$ cat src/rtl/riscv_hazard_ctrl_pkg.sv
// Shared encodings for the pipeline hazard controller.
package riscv_hazard_ctrl_pkg;

  localparam int unsigned FWD_W = 2;

  // EX operand source selects
  localparam logic [FWD_W-1:0] FWD_RF  = 2'd0;
  localparam logic [FWD_W-1:0] FWD_MEM = 2'd1;
  localparam logic [FWD_W-1:0] FWD_WB  = 2'd2;

  // RUN: normal flow; IWAIT_REDIR: redirect pending behind an I-cache miss
  typedef enum logic {
    RUN         = 1'b0,
    IWAIT_REDIR = 1'b1
  } hz_state_e;

endpackage

$ cat src/rtl/riscv_hazard_ctrl_sat_counter.sv
// Saturating event counter: counts up on inc, sticks at all-ones.
module riscv_hazard_ctrl_sat_counter #(
  parameter int unsigned CNT_W = 32
) (
  input  logic             clk,
  input  logic             rst,
  input  logic             inc,
  output logic [CNT_W-1:0] count
);

  // Increment unless already saturated
  always_ff @(posedge clk or posedge rst) begin
    if (rst) begin
      count <= '0;
    end else if (inc && (count != {CNT_W{1'b1}})) begin
      count <= count + CNT_W'(1);
    end
  end

endmodule

$ cat src/rtl/riscv_hazard_ctrl.sv
// Pipeline control: stalls, flushes, PC redirect sequencing, EX forwarding, perf counters.
module riscv_hazard_ctrl
  import riscv_hazard_ctrl_pkg::*;
#(
  parameter int unsigned XLEN   = 32,
  parameter int unsigned RIDX_W = 5,
  parameter int unsigned CNT_W  = 32
) (
  input  logic              clk,
  input  logic              rst,
  input  logic              icache_stall,
  input  logic              dcache_stall,
  input  logic [RIDX_W-1:0] id_rs1,
  input  logic [RIDX_W-1:0] id_rs2,
  input  logic              id_rs1_used,
  input  logic              id_rs2_used,
  input  logic              id_is_branch,
  input  logic              id_branch_taken,
  input  logic [XLEN-1:0]   id_target,
  input  logic [RIDX_W-1:0] ex_rs1,
  input  logic [RIDX_W-1:0] ex_rs2,
  input  logic [RIDX_W-1:0] ex_rd,
  input  logic              ex_regwr,
  input  logic              ex_memrd,
  input  logic              ex_jump,
  input  logic [XLEN-1:0]   ex_target,
  input  logic [RIDX_W-1:0] mem_rd,
  input  logic              mem_regwr,
  input  logic              mem_memrd,
  input  logic [RIDX_W-1:0] wb_rd,
  input  logic              wb_regwr,
  output logic              pc_stall,
  output logic              if_id_stall,
  output logic              id_ex_stall,
  output logic              ex_mem_stall,
  output logic              mem_wb_stall,
  output logic              if_id_flush,
  output logic              id_ex_flush,
  output logic              pc_load,
  output logic [XLEN-1:0]   pc_target,
  output logic [1:0]        fwd_a_sel,
  output logic [1:0]        fwd_b_sel,
  output logic [CNT_W-1:0]  cnt_dstall,
  output logic [CNT_W-1:0]  cnt_istall,
  output logic [CNT_W-1:0]  cnt_hazard,
  output logic [CNT_W-1:0]  cnt_flush
);

  hz_state_e         state, state_nxt;
  logic [XLEN-1:0]   redir_tgt;
  logic              latch_en;
  logic              inc_dstall, inc_istall, inc_hazard, inc_flush;
  logic              ex_hit, mem_hit, load_use, br_ilock, interlock, redirect;
  logic [XLEN-1:0]   sel_tgt;

  // Forward select for one EX source: MEM/EX result beats WB, x0 never forwards
  function automatic logic [1:0] fwd_pick(
    input logic [RIDX_W-1:0] rs,
    input logic [RIDX_W-1:0] m_rd,
    input logic              m_wr,
    input logic              m_ld,
    input logic [RIDX_W-1:0] w_rd,
    input logic              w_wr
  );
    logic [1:0] sel;
    sel = FWD_RF;
    if (rs != '0) begin
      if (m_wr && !m_ld && (m_rd == rs))  sel = FWD_MEM;
      else if (w_wr && (w_rd == rs))      sel = FWD_WB;
    end
    return sel;
  endfunction

  // ID source-register matches against EX and MEM destinations (x0 excluded)
  assign ex_hit  = (ex_rd != '0) &&
                   ((id_rs1_used && (id_rs1 == ex_rd)) || (id_rs2_used && (id_rs2 == ex_rd)));
  assign mem_hit = (mem_rd != '0) &&
                   ((id_rs1_used && (id_rs1 == mem_rd)) || (id_rs2_used && (id_rs2 == mem_rd)));

  assign load_use  = ex_memrd && ex_hit;
  assign br_ilock  = id_is_branch && ((ex_regwr && ex_hit) || (mem_memrd && mem_hit));
  assign interlock = load_use || br_ilock;

  // A taken ID branch is only trusted when its operands are not interlocked; EX jump is older and wins
  assign redirect = ex_jump || (id_branch_taken && !interlock);
  assign sel_tgt  = ex_jump ? ex_target : id_target;

  // Forwarding is independent of stall state
  assign fwd_a_sel = rst ? FWD_RF : fwd_pick(ex_rs1, mem_rd, mem_regwr, mem_memrd, wb_rd, wb_regwr);
  assign fwd_b_sel = rst ? FWD_RF : fwd_pick(ex_rs2, mem_rd, mem_regwr, mem_memrd, wb_rd, wb_regwr);

  // State and pending-redirect target
  always_ff @(posedge clk or posedge rst) begin
    if (rst) begin
      state     <= RUN;
      redir_tgt <= '0;
    end else begin
      state <= state_nxt;
      if (latch_en) redir_tgt <= sel_tgt;
    end
  end

  // Next state and control outputs, priority dcache > redirect > interlock > icache > advance
  always_comb begin
    state_nxt    = state;
    latch_en     = 1'b0;
    pc_stall     = 1'b0;
    if_id_stall  = 1'b0;
    id_ex_stall  = 1'b0;
    ex_mem_stall = 1'b0;
    mem_wb_stall = 1'b0;
    if_id_flush  = 1'b0;
    id_ex_flush  = 1'b0;
    pc_load      = 1'b0;
    pc_target    = '0;
    inc_dstall   = 1'b0;
    inc_istall   = 1'b0;
    inc_hazard   = 1'b0;
    inc_flush    = 1'b0;

    if (rst) begin
      state_nxt = RUN;
    end else if (dcache_stall) begin
      pc_stall     = 1'b1;
      if_id_stall  = 1'b1;
      id_ex_stall  = 1'b1;
      ex_mem_stall = 1'b1;
      mem_wb_stall = 1'b1;
      inc_dstall   = 1'b1;
    end else if (state == IWAIT_REDIR) begin
      if_id_flush = 1'b1;
      if (icache_stall) begin
        pc_stall = 1'b1;
      end else begin
        pc_load   = 1'b1;
        pc_target = redir_tgt;
        state_nxt = RUN;
      end
    end else if (redirect) begin
      if_id_flush = 1'b1;
      id_ex_flush = ex_jump;
      inc_flush   = 1'b1;
      if (icache_stall) begin
        pc_stall  = 1'b1;
        latch_en  = 1'b1;
        state_nxt = IWAIT_REDIR;
      end else begin
        pc_load   = 1'b1;
        pc_target = sel_tgt;
      end
    end else begin
      inc_istall = icache_stall;
      if (interlock) begin
        pc_stall    = 1'b1;
        if_id_stall = 1'b1;
        id_ex_flush = 1'b1;
        inc_hazard  = 1'b1;
      end else if (icache_stall) begin
        pc_stall    = 1'b1;
        if_id_flush = 1'b1;
      end
    end
  end

  // ID cannot hold a live redirect while a redirect is pending: ID is being flushed
  a_no_redir_in_wait: assert property (@(posedge clk) disable iff (rst)
    (state == IWAIT_REDIR && !dcache_stall) |-> !(ex_jump || id_branch_taken));

  riscv_hazard_ctrl_sat_counter #(.CNT_W(CNT_W)) u_cnt_dstall (
    .clk(clk), .rst(rst), .inc(inc_dstall), .count(cnt_dstall));
  riscv_hazard_ctrl_sat_counter #(.CNT_W(CNT_W)) u_cnt_istall (
    .clk(clk), .rst(rst), .inc(inc_istall), .count(cnt_istall));
  riscv_hazard_ctrl_sat_counter #(.CNT_W(CNT_W)) u_cnt_hazard (
    .clk(clk), .rst(rst), .inc(inc_hazard), .count(cnt_hazard));
  riscv_hazard_ctrl_sat_counter #(.CNT_W(CNT_W)) u_cnt_flush (
    .clk(clk), .rst(rst), .inc(inc_flush), .count(cnt_flush));

endmodule

$ cat config.mk
export PLATFORM = sky130hd
export DESIGN_NAME = riscv_hazard_ctrl
export DESIGN_NICKNAME = d
export VERILOG_FILES = /design/src/rtl/riscv_hazard_ctrl_pkg.sv /design/src/rtl/riscv_hazard_ctrl_sat_counter.sv /design/src/rtl/riscv_hazard_ctrl.sv
export SDC_FILE = /design/constraint.sdc
export NUM_CORES = 1
export LEC_CHECK = 0
export BUFFER_PORTS_ARGS = -buffer_cell sky130_fd_sc_hd__buf_2
export CAP_MARGIN = 10
export CORE_MARGIN = 2
export CORE_UTILIZATION = 44
export CTS_CLUSTER_DIAMETER = 200
export DETAILED_ROUTE_END_ITERATION = 10
export GPL_TIMING_DRIVEN = 0
export PLACE_DENSITY = 0.8
export RECOVER_POWER = 100
export SLEW_MARGIN = 20
export SYNTH_ARGS = -nofsm -noshare
export SYNTH_HDL_FRONTEND = slang
export SYNTH_SLANG_ARGS = --single-unit
$ cat constraint.sdc
create_clock -name clk -period 5.3 [get_ports clk]
set_input_delay 0.265 -clock clk [delete_from_list [all_inputs] [get_ports clk]]
set_output_delay 0.265 -clock clk [all_outputs]
set_load 0.02 [all_outputs]
## After elaboration in Yosys (flattened, before gate mapping)

Cells that the tools add are included.

- Register bits after elaboration: 161
- Bits of input ports: 113
- Output and inout bits: 172
- Word-level logic and storage cells: 113

- Add/sub/neg operators: 4
- Equal/unequal tests: 13
- Multiplexer cells: 59
- Reductions and logical operators: 31

Operators with widths:

| cell | number |
|---|---|
| 32-bit 2-to-1 mux | 7 |
| 32-bit by 1-bit adder with 32-bit output (second input constant) | 4 |
| 32-bit != test (second input constant) | 4 |
| 1-bit 2-to-1 mux | 44 |
| 5-bit equality test | 8 |
| 1-bit logical AND | 20 |
| 5-bit nonzero test | 4 |
| 2-bit 2-to-1 mux | 8 |
| 1-bit logical OR | 5 |
| 1-bit zero test | 2 |
| 2-bit != test (second input constant) | 1 |

## Longest topological paths before layout

Gate-level depths: netlist of the first run.

- Depth in word-level cells: 16
- Depth in mapped cells: 10
- Mapped depth without buffers: 8

## Hierarchy

Synthesis of the first run repeated with hierarchy kept, for this count alone.

- Cell total of the unflattened synthesis: 905
- Area, all modules: 9,295.2 um^2

By module, submodules not included:

| module | instances | cells each | area each (um^2) | seq. area each (um^2) |
|---|---|---|---|---|
| riscv_hazard_ctrl_sat_counter at u_cnt_dstall ... | 3 | 139 | 1,561.5 | 800.8 |
| riscv_hazard_ctrl | 1 | 337 | 2,962.8 | 825.8 |
| riscv_hazard_ctrl_sat_counter at u_cnt_istall | 1 | 151 | 1,647.8 | 800.8 |

## Worst setup path before layout of the first run

Ideal clock, no wire load.

- Path kind: in2out
- Start: input port rst
- End: output port fwd_a_sel[1]
- Arrival time: 4.439 ns
- Data required time: 5.035 ns
- Slack: 0.596 ns
- Cell stages on the path: 5
- Path buffers: 1
- Cell sequence: clkbuf_1 inv_1 nand3_1 nor2_1 and3_1

- Word-level cells in the longest chain between the ends: 1

Ends and longest elaborated chain:

| what | RTL line | text |
|---|---|---|
| start: declaration | riscv_hazard_ctrl.sv:10 | `input logic rst,` |
| 2-bit 2-to-1 mux | riscv_hazard_ctrl.sv:89 | `assign fwd_a_sel = rst ? FWD_RF : fwd_pick(ex_rs1, mem_rd, mem_regwr, mem_memrd, wb_rd, wb_regwr);` |
| end: declaration | riscv_hazard_ctrl.sv:41 | `output logic [1:0] fwd_a_sel,` |

No other way between the ends.

## Worst setup path after layout of the first run

- Start: register state
- End: register u_cnt_istall.count[13]

- Word-level cells in the longest chain between the ends: 4

Ends and longest elaborated chain:

| what | RTL line | text |
|---|---|---|
| start: declaration | riscv_hazard_ctrl.sv:49 | `hz_state_e state, state_nxt;` |
| start signal: assignment | riscv_hazard_ctrl.sv:98 | `state <= state_nxt;` |
| 1-bit 2-to-1 mux | riscv_hazard_ctrl.sv:130 | `end else if (state == IWAIT_REDIR) begin` |
| 1-bit 2-to-1 mux | riscv_hazard_ctrl.sv:123 | `end else if (dcache_stall) begin` |
| 1-bit 2-to-1 mux | riscv_hazard_ctrl.sv:121 | `if (rst) begin` |
| 1-bit logical AND | riscv_hazard_ctrl_sat_counter.sv:15 | `end else if (inc && (count != {CNT_W{1'b1}})) begin` |
| end signal: assignment | riscv_hazard_ctrl_sat_counter.sv:16 | `count <= count + CNT_W'(1);` |
| end: declaration | riscv_hazard_ctrl_sat_counter.sv:8 | `output logic [CNT_W-1:0] count` |

No other way between the ends.
A chain may end at the register's enable or synchronous reset.

==> results of run 1 <==
-- final cells by class --
cell class / instances / area [µm²] / area share (%)
multi-input cells: 691 / 4350 / 40.5
flip-flops and latches: 161 / 4030 / 37.5
repair buffers: 280 / 1190 / 11.0
clock buffers: 19 / 453 / 4.21
well taps: 265 / 332 / 3.08
plain buffers: 46 / 190 / 1.77
clock inverters: 13 / 116 / 1.08
inverters: 19 / 78.8 / 0.733
diodes: 5 / 12.5 / 0.116
-- registers in the layout, indices dropped and copies added, names as in the netlist --
signal              cells
u_cnt_hazard.count     32
redir_tgt              32
u_cnt_istall.count     32
state                   1
u_cnt_dstall.count     32
u_cnt_flush.count      32
-- routing by layer --
metal	share of wire (%)	vias up	wire length, µm
li1	-	3816	-
met4	1.8	0	445
met3	6.6	30	1670
met1	43	3984	10900
met5	0	-	0
met2	49	276	12300
-- cell usage in the layout (no fill, tap or decap), types with 33 or more instances in the layout --
cell      count
nand4_1      40
nor3_1       67
dfrtp_1     161
nor2_1       97
clkbuf_1    208
nand2_1      59
mux2i_1      33
xnor2_1     107
a21oi_1      69
buf_2       109
nand3_1      62
xor2_1       56
-- kinds of logic (layout without fill, tap and decap cells) --
| group | Yosys count | in the layout | share of synthesized area (%) |
|---|---|---|---|
| flip-flops | 161 | 161 | 46.4 |
| buffers and inverters | 65 | 377 | 3.15 |
| other | 0 | 5 | 0 |
| AND/OR/NAND/NOR | 405 | 405 | 23.8 |
| adder cells (fa/ha/maj) | 4 | 4 | 0.576 |
| AO/OA/AOI/OAI | 84 | 84 | 5.57 |
| XOR/XNOR | 163 | 163 | 16.4 |
| multiplexers | 35 | 35 | 4.06 |
-- worst paths after layout --
path,end,depth (start not counted),slack [ns]
worst max-delay path,u_cnt_istall.count[13]$_DFFE_PP0P_,7,1.90
worst min-delay path,redir_tgt[10]$_DFFE_PP0P_,3,0.18
worst max register to register,u_cnt_istall.count[13]$_DFFE_PP0P_,7,1.90
worst min register to register,u_cnt_hazard.count[9]$_DFFE_PP0P_,1,0.49
max in group asynchronous,u_cnt_hazard.count[14]$_DFFE_PP0P_,4,2.42
min in group asynchronous,state$_DFFE_PP0N_,3,0.32
-- where the power goes --
group	switching, mW	internal, mW	total, mW
clock	0.556	0.642	1.20
sequential	0.117	1.35	1.46
combinational	0.350	0.203	0.553
total	1.02	2.19	3.21
-- per-stage QoR --
stage | hold WS (ns) | instances | total power [mW] | area (µm²)
2_1_floorplan | 0.439 | 917 | 1.83 | 8690
3_3_place_gp | 0.471 | 1461 | 2.03 | 10400
3_5_place_dp | 0.477 | 1462 | 2.06 | 10500
4_1_cts | 0.156 | 1494 | 3.25 | 11000
5_1_grt | 0.159 | 1495 | 3.37 | 10700
6_report | 0.176 | 1499 | 3.21 | 10700
-- worst max-delay path: cells and delay by family, from the launching register on --
| kind | cells | cell delay (ns) |
|---|---|---|
| and+or+nand+nor | 3 | 1.15 |
| xor gates and xnor gates | 1 | 0.17 |
| DFF | 1 | 0.36 |
| buffers and inverters | 2 | 0.62 |
| AOI/OAI and AO/OA | 1 | 0.98 |
==> reports/qor.yml, run 1 <==
detailed_routing:
  drtIter0Drc: 448
  vias_per_cell: 5.41
  antenna_left: 0
  remaining_drc_errors: 0
  num_vias: 8106
  dr.pass1.iters: 5
  drt-total-wl_mm: 25.3
  wl_per_cell_um: 16.9
sta:
  worst_slack_ns: 1.90
  drv_slew: 91
  final.setup.tns_ns: 0
  finalSetupViolCount: 0
  slew_headroom_pct: -49.7
  hold_viol: 0
  rsz0062_at_grt: "false"
  timing.fmax_mhz: 294
  skew_ns: 0.00782
  period_minus_slack_ns: 3.40
  tightest_slew_ns: 2.25
  period_share_pct: 64.2
clocking:
  cts_tree: "yes"
  cts.repair.resized: 0
  cts_setup_buffers: 0
  clkSinkCount: 161
  ctsRootBufferMaster: "clkbuf_16"
  clock_latency_ns: 0.42
  clockBufferDepth: 2
  numCtsBuffers: 17
  clk_pin_slew_ns: 0.07
  htreeDepth: 4
  holdBufCountCts: 0
yosys:
  yosysTopAreaCell: "dfrtp_1"
  avgSynthCellArea_um2: 9.47
  synth_flop_cell: "dfrtp_1"
  synthArstFlopShare_pct: 100
  netlist_top_cells_area: "dfrtp_1, xnor2_1, xor2_1"
  yosysWarningCount: 0
  synth.top_cell.area_share_pct: 46.4
  ys_seq_area_share_pct: 46.4
  synth-edff-count: 0
  ys_types: 48
  ys_seq_elements: 161
  synth_most_common_cell: "dfrtp_1"
  netlist_area_um2: 8690
  syn-num-nets: 1034
  synthCells: 917
  ys_top_cells_by_count: "dfrtp_1, xnor2_1, nor2_1"
global_route:
  use_met3_pct: 5.73
  grt_pass1_wl_mm: 39.2
  grt_busiest_layer: "met2"
  grt_overflow: 0
  grt_pass1_vias: 7621
  grt_max_degree: 91
  antenna_found_initial: 3
  use_met1_pct: 30.8
  grt_util_met2_pct: 39.2
  grt_util_all_layers_pct: 23.6
critical_path:
  startpoint_type: "flip-flop"
  required_ns: 5.60
  path_class: "flip-flop to flip-flop"
  crit_slowest_cell: "a211oi_1"
  critPathMaxFanout: 10
  crit_path_start: "state$_DFFE_PP0N_"
  cp_slowest_stage_delay_ns: 0.98
  cp-end-kind: "flip-flop"
  cp_common_cell: "clkbuf_1"
  cp.arrival_ns: 3.70
  cp_cell_sequence: "clkbuf_1 -> nor4_1 -> nand2_1 -> a211oi_1 -> clkbuf_1 -> nand3_1 -> xnor2_1"
  rr_startpoint: "state$_DFFE_PP0N_"
run_status:
  violations: "max-capacitance violations, max-slew violations"
  status: "finished, violations left"
die:
  die_x_um: 145
  io_pins: 285
  die_area_um2: 20900
  core_area_um2: 19400
  start_util_pct: 44.8
  die_h_um: 145
  placementRows: 51
cells_and_area:
  finalNetCount: 1333
  nFillCells: 1853
  final_core_util_pct: 55.4
  syn2layout_area_growth_pct: 23.7
  layout-drive-gt1-share_pct: 12.4
min_path:
  worstHoldStart: "id_target[10]"
  holdCritPathClass: "input port to flip-flop"
place:
  pre_cts_ws_ns: 1.92
  portBuffers: 279
  globalplace.congestion: 0.872
  dpl.hpwl_mm: 19.0
power_and_ir_drop:
  p_leak_nw: 4.70
  ir_drop_uv: 207
  p_per_area_nw_per_um2: 299
run:
  drv_cap: 1
(Power assumes the default switching activity.)
==> run 2, diff against run 1 <==
--- a/config.mk
+++ b/config.mk
@@ -5,6 +5,7 @@
 export SDC_FILE = /design/constraint.sdc
 export NUM_CORES = 1
 export LEC_CHECK = 0
+export ABC_AREA = 1
 export BUFFER_PORTS_ARGS = -buffer_cell sky130_fd_sc_hd__buf_2
 export CAP_MARGIN = 10
 export CORE_MARGIN = 2
==> constraint.sdc (replaced) <==
create_clock -name clk -period 2.8 [get_ports clk]
set_input_delay 0.14 -clock clk [delete_from_list [all_inputs] [get_ports clk]]
set_output_delay 0.14 -clock clk [all_outputs]
set_load 0.02 [all_outputs]
==> reports/qor.yml, run 2 <==
run_status:
  status: "finished clean"  # was finished, violations left
yosys:
  synth_flop_cell: "dfrtp_1"  # unchanged
  ys_seq_elements: 161  # unchanged
  yosysTopAreaCell: "dfrtp_1"  # unchanged
  syn-num-nets: 1691  # was 1,034
  netlist_area_um2: 11200  # was 8690 µm²
  netlist_top_cells_area: "dfrtp_1, nand2_1, xor2_1"  # was dfrtp_1, xnor2_1, xor2_1
  avgSynthCellArea_um2: 7.11  # was 9.47 µm²
  synth.top_cell.area_share_pct: 36.0  # was 46.4%
  synthArstFlopShare_pct: 100  # unchanged
  synth_most_common_cell: "nand2_1"  # was dfrtp_1
  ys_top_cells_by_count: "nand2_1, dfrtp_1, inv_1"  # was dfrtp_1, xnor2_1, nor2_1
  ys_seq_area_share_pct: 36.0  # was 46.4%
  yosysWarningCount: 0  # unchanged
  ys_types: 46  # was 48
  synth-edff-count: 0  # unchanged
  synthCells: 1574  # was 917
run:
  drv_cap: 0  # was 1
sta:
  worst_slack_ns: 0.0609  # was 1.90 ns
  finalSetupViolCount: 0  # unchanged
  period_minus_slack_ns: 2.74
  slew_headroom_pct: 12.0  # was -49.7%
  skew_ns: 0.0205  # was 0.00782 ns
  drv_slew: 0  # was 91
  final.setup.tns_ns: 0  # unchanged
  tightest_slew_ns: 1.32  # was 2.25 ns
  timing.fmax_mhz: 365
  hold_viol: 0  # unchanged
  period_share_pct: 97.8
  rsz0062_at_grt: "true"  # was false
clocking:
  clkSinkCount: 161  # unchanged
  clock_latency_ns: 0.44  # was 0.42 ns
  ctsRootBufferMaster: "clkbuf_16"  # unchanged
  clockBufferDepth: 2  # unchanged
  clk_pin_slew_ns: 0.07  # about the same
  numCtsBuffers: 17  # unchanged
  cts_tree: "yes"  # unchanged
  htreeDepth: 4  # unchanged
  cts_setup_buffers: 0  # unchanged
detailed_routing:
  wl_per_cell_um: 15.7  # was 16.9 µm
  dr.pass1.iters: 6  # was 5
  num_vias: 11700  # was 8,106
  drtIter0Drc: 886  # was 448
  antenna_left: 0  # unchanged
  vias_per_cell: 5.24  # was 5.41
  drt-total-wl_mm: 34.9  # was 25.3 mm
  remaining_drc_errors: 0  # unchanged
critical_path:
  cp-end-kind: "primary output"  # was flip-flop
  required_ns: 2.66  # was 5.60 ns
  critPathMaxFanout: 10  # unchanged
  cp.arrival_ns: 2.60  # was 3.70 ns
  rrSetupSlack_ns: 0.12  # was 1.90 ns
  crit_end: "pc_target[22]"  # was u_cnt_istall.count[13]$_DFFE_PP0P_
  crit_path_start: "state$_DFFE_PP0N_"  # unchanged
  rr_startpoint: "u_cnt_hazard.count[0]$_DFFE_PP0P_"  # was state$_DFFE_PP0N_
  timing.rr.end: "u_cnt_hazard.count[5]$_DFFE_PP0P_"  # was u_cnt_istall.count[13]$_DFFE_PP0P_
  startpoint_type: "flip-flop"  # unchanged
  r2r_cells: 12  # was 7
  path_class: "flip-flop to primary output"  # was flip-flop to flip-flop
cells_and_area:
  layout-drive-gt1-share_pct: 13.4  # was 12.4%
  final_core_util_pct: 53.4  # was 55.4%
  antenna_cells: 0  # was 5
  final_common_cell: "nand2_1"  # was clkbuf_1
  most-common-layout-cells: "nand2_1, clkbuf_1, dfrtp_1, inv_1, buf_2"  # was clkbuf_1, dfrtp_1, buf_2, xnor2_1, nor2_1
  syn2layout_area_growth_pct: 19.9  # was 23.7%
  finalNetCount: 1998  # was 1,333
place:
  globalplace.congestion: 0.955  # was 0.872
  dpl.hpwl_mm: 27.1  # was 19.0 mm
  pre_cts_ws_ns: 0.386  # was 1.92 ns
  portBuffers: 282  # was 279
die:
  placementRows: 58  # was 51
  die_h_um: 163  # was 145 µm
  start_util_pct: 44.6  # was 44.8%
  core_area_um2: 25100  # was 19,400 µm²
  die_area_um2: 26700  # was 20,900 µm²
  die_x_um: 163  # was 145 µm
  io_pins: 285  # unchanged
global_route:
  grt_max_degree: 33  # was 91
  antenna_found_initial: 1  # was 3
  grt_pass1_wl_mm: 55.5  # was 39.2 mm
  grt_overflow: 0  # unchanged
  grt_util_all_layers_pct: 25.9  # was 23.6%
  grt_pass1_vias: 10900  # was 7,621
power_and_ir_drop:
  total_power_mw: 7.55  # was 3.21 mW
  ir_drop_uv: 317  # was 207 µV
  p_leak_nw: 6.36  # was 4.70 nW
  p_per_area_nw_per_um2: 562  # was 299 nW/µm²
min_path:
  hold_depth: 3  # unchanged
  holdCritPathClass: "input port to flip-flop"  # unchanged
==> run 2: cell count changes after synthesis, sizes merged, moves of 33 or more <==
cell,before,now
a21oi,69,36
xnor2,107,39
o21bai,0,33
inv,19,159
nor2,99,153
nand3,62,112
nand2,59,474
o21ai,0,90
==> run 2: through the flow <==
step / hold WS, ns / cells / cell area (µm²)
finish: 0.0334 / 2224 / 13400
CTS: 0.0222 / 2224 / 13700
global placement: 0.462 / 2186 / 13000
global route: 0.0516 / 2224 / 13400
detailed placement: 0.323 / 2191 / 13100
floorplan: 0.357 / 1574 / 11200
==> run 2: per-layer routing <==
layer  routed length, µm  up-vias  global-route usage (%)
li1                    -     5697                       -
met1               15900     5443                    35.4
met2               16200      450                    42.3
met3                2060       58                    4.47
met4                 728        2                    7.54
met5                   7        -                       0
==> run 2: cells by family after synthesis <==
| family | count (synthesis) | share of synthesized area (%) |
|---|---|---|
| AND/OR/NAND/NOR | 868 | 34.0 |
| buffers and inverters | 218 | 8.24 |
| AO/OA/AOI/OAI | 169 | 8.92 |
| flip-flops | 161 | 36.0 |
| XOR/XNOR | 122 | 9.55 |
| multiplexers | 32 | 2.86 |
| adder cells (fa/ha/maj) | 4 | 0.447 |
==> run 2: how the worst min path moves through the flow <==
stage | from | end | slack (ns)
after global routing | id_target[5] | redir_tgt[5]$_DFFE_PP0P_ | 0.05
final | id_target[11] | redir_tgt[11]$_DFFE_PP0P_ | 0.03
after detailed placement | rst | redir_tgt[19]$_DFFE_PP0P_ | 0.32
after CTS | id_target[4] | redir_tgt[4]$_DFFE_PP0P_ | 0.02
after floorplan | rst | pc_stall | 0.36
after global placement | id_target[4] | redir_tgt[4]$_DFFE_PP0P_ | 0.46
==> run 2: critical path: stages (launching register included) <==
cell and delay [ns]:
dfrtp_1 0.32, clkbuf_1 0.39, inv_1 0.20, nor2_2 0.27, clkbuf_1 0.45, nand2_1 0.11
a21oi_1 0.21, buf_2 0.20
==> run 2: timing repair <==
action / in CTS / in global routing
cloned: 0 / 0
gates resized for setup: 1 / 0
endpoints found under the setup margin: 5 / 22
hold endpoints to repair: 21 / 0
hold buffers: 1 / 0
==> run 2: final cells by class <==
type | count | area (µm²)
Inverter | 161 | 609
Clock inverter | 13 | 175
Fill cell | 2575 | 11700
Multi-Input combinational cell | 1195 | 6180
Tap cell | 330 | 413
Sequential cell | 161 | 4030
Clock buffer | 19 | 433
Buffer | 57 | 278
Timing Repair Buffer | 288 | 1300
==> run 2: power by group <==
part           internal, mW  switching [mW]  total (mW)  leakage (nW)
clock network          1.43            1.09        2.51         0.289
logic                 0.648            1.32        1.96          4.00
registers              2.66           0.405        3.07          2.07
total                  4.74            2.81        7.55          6.36
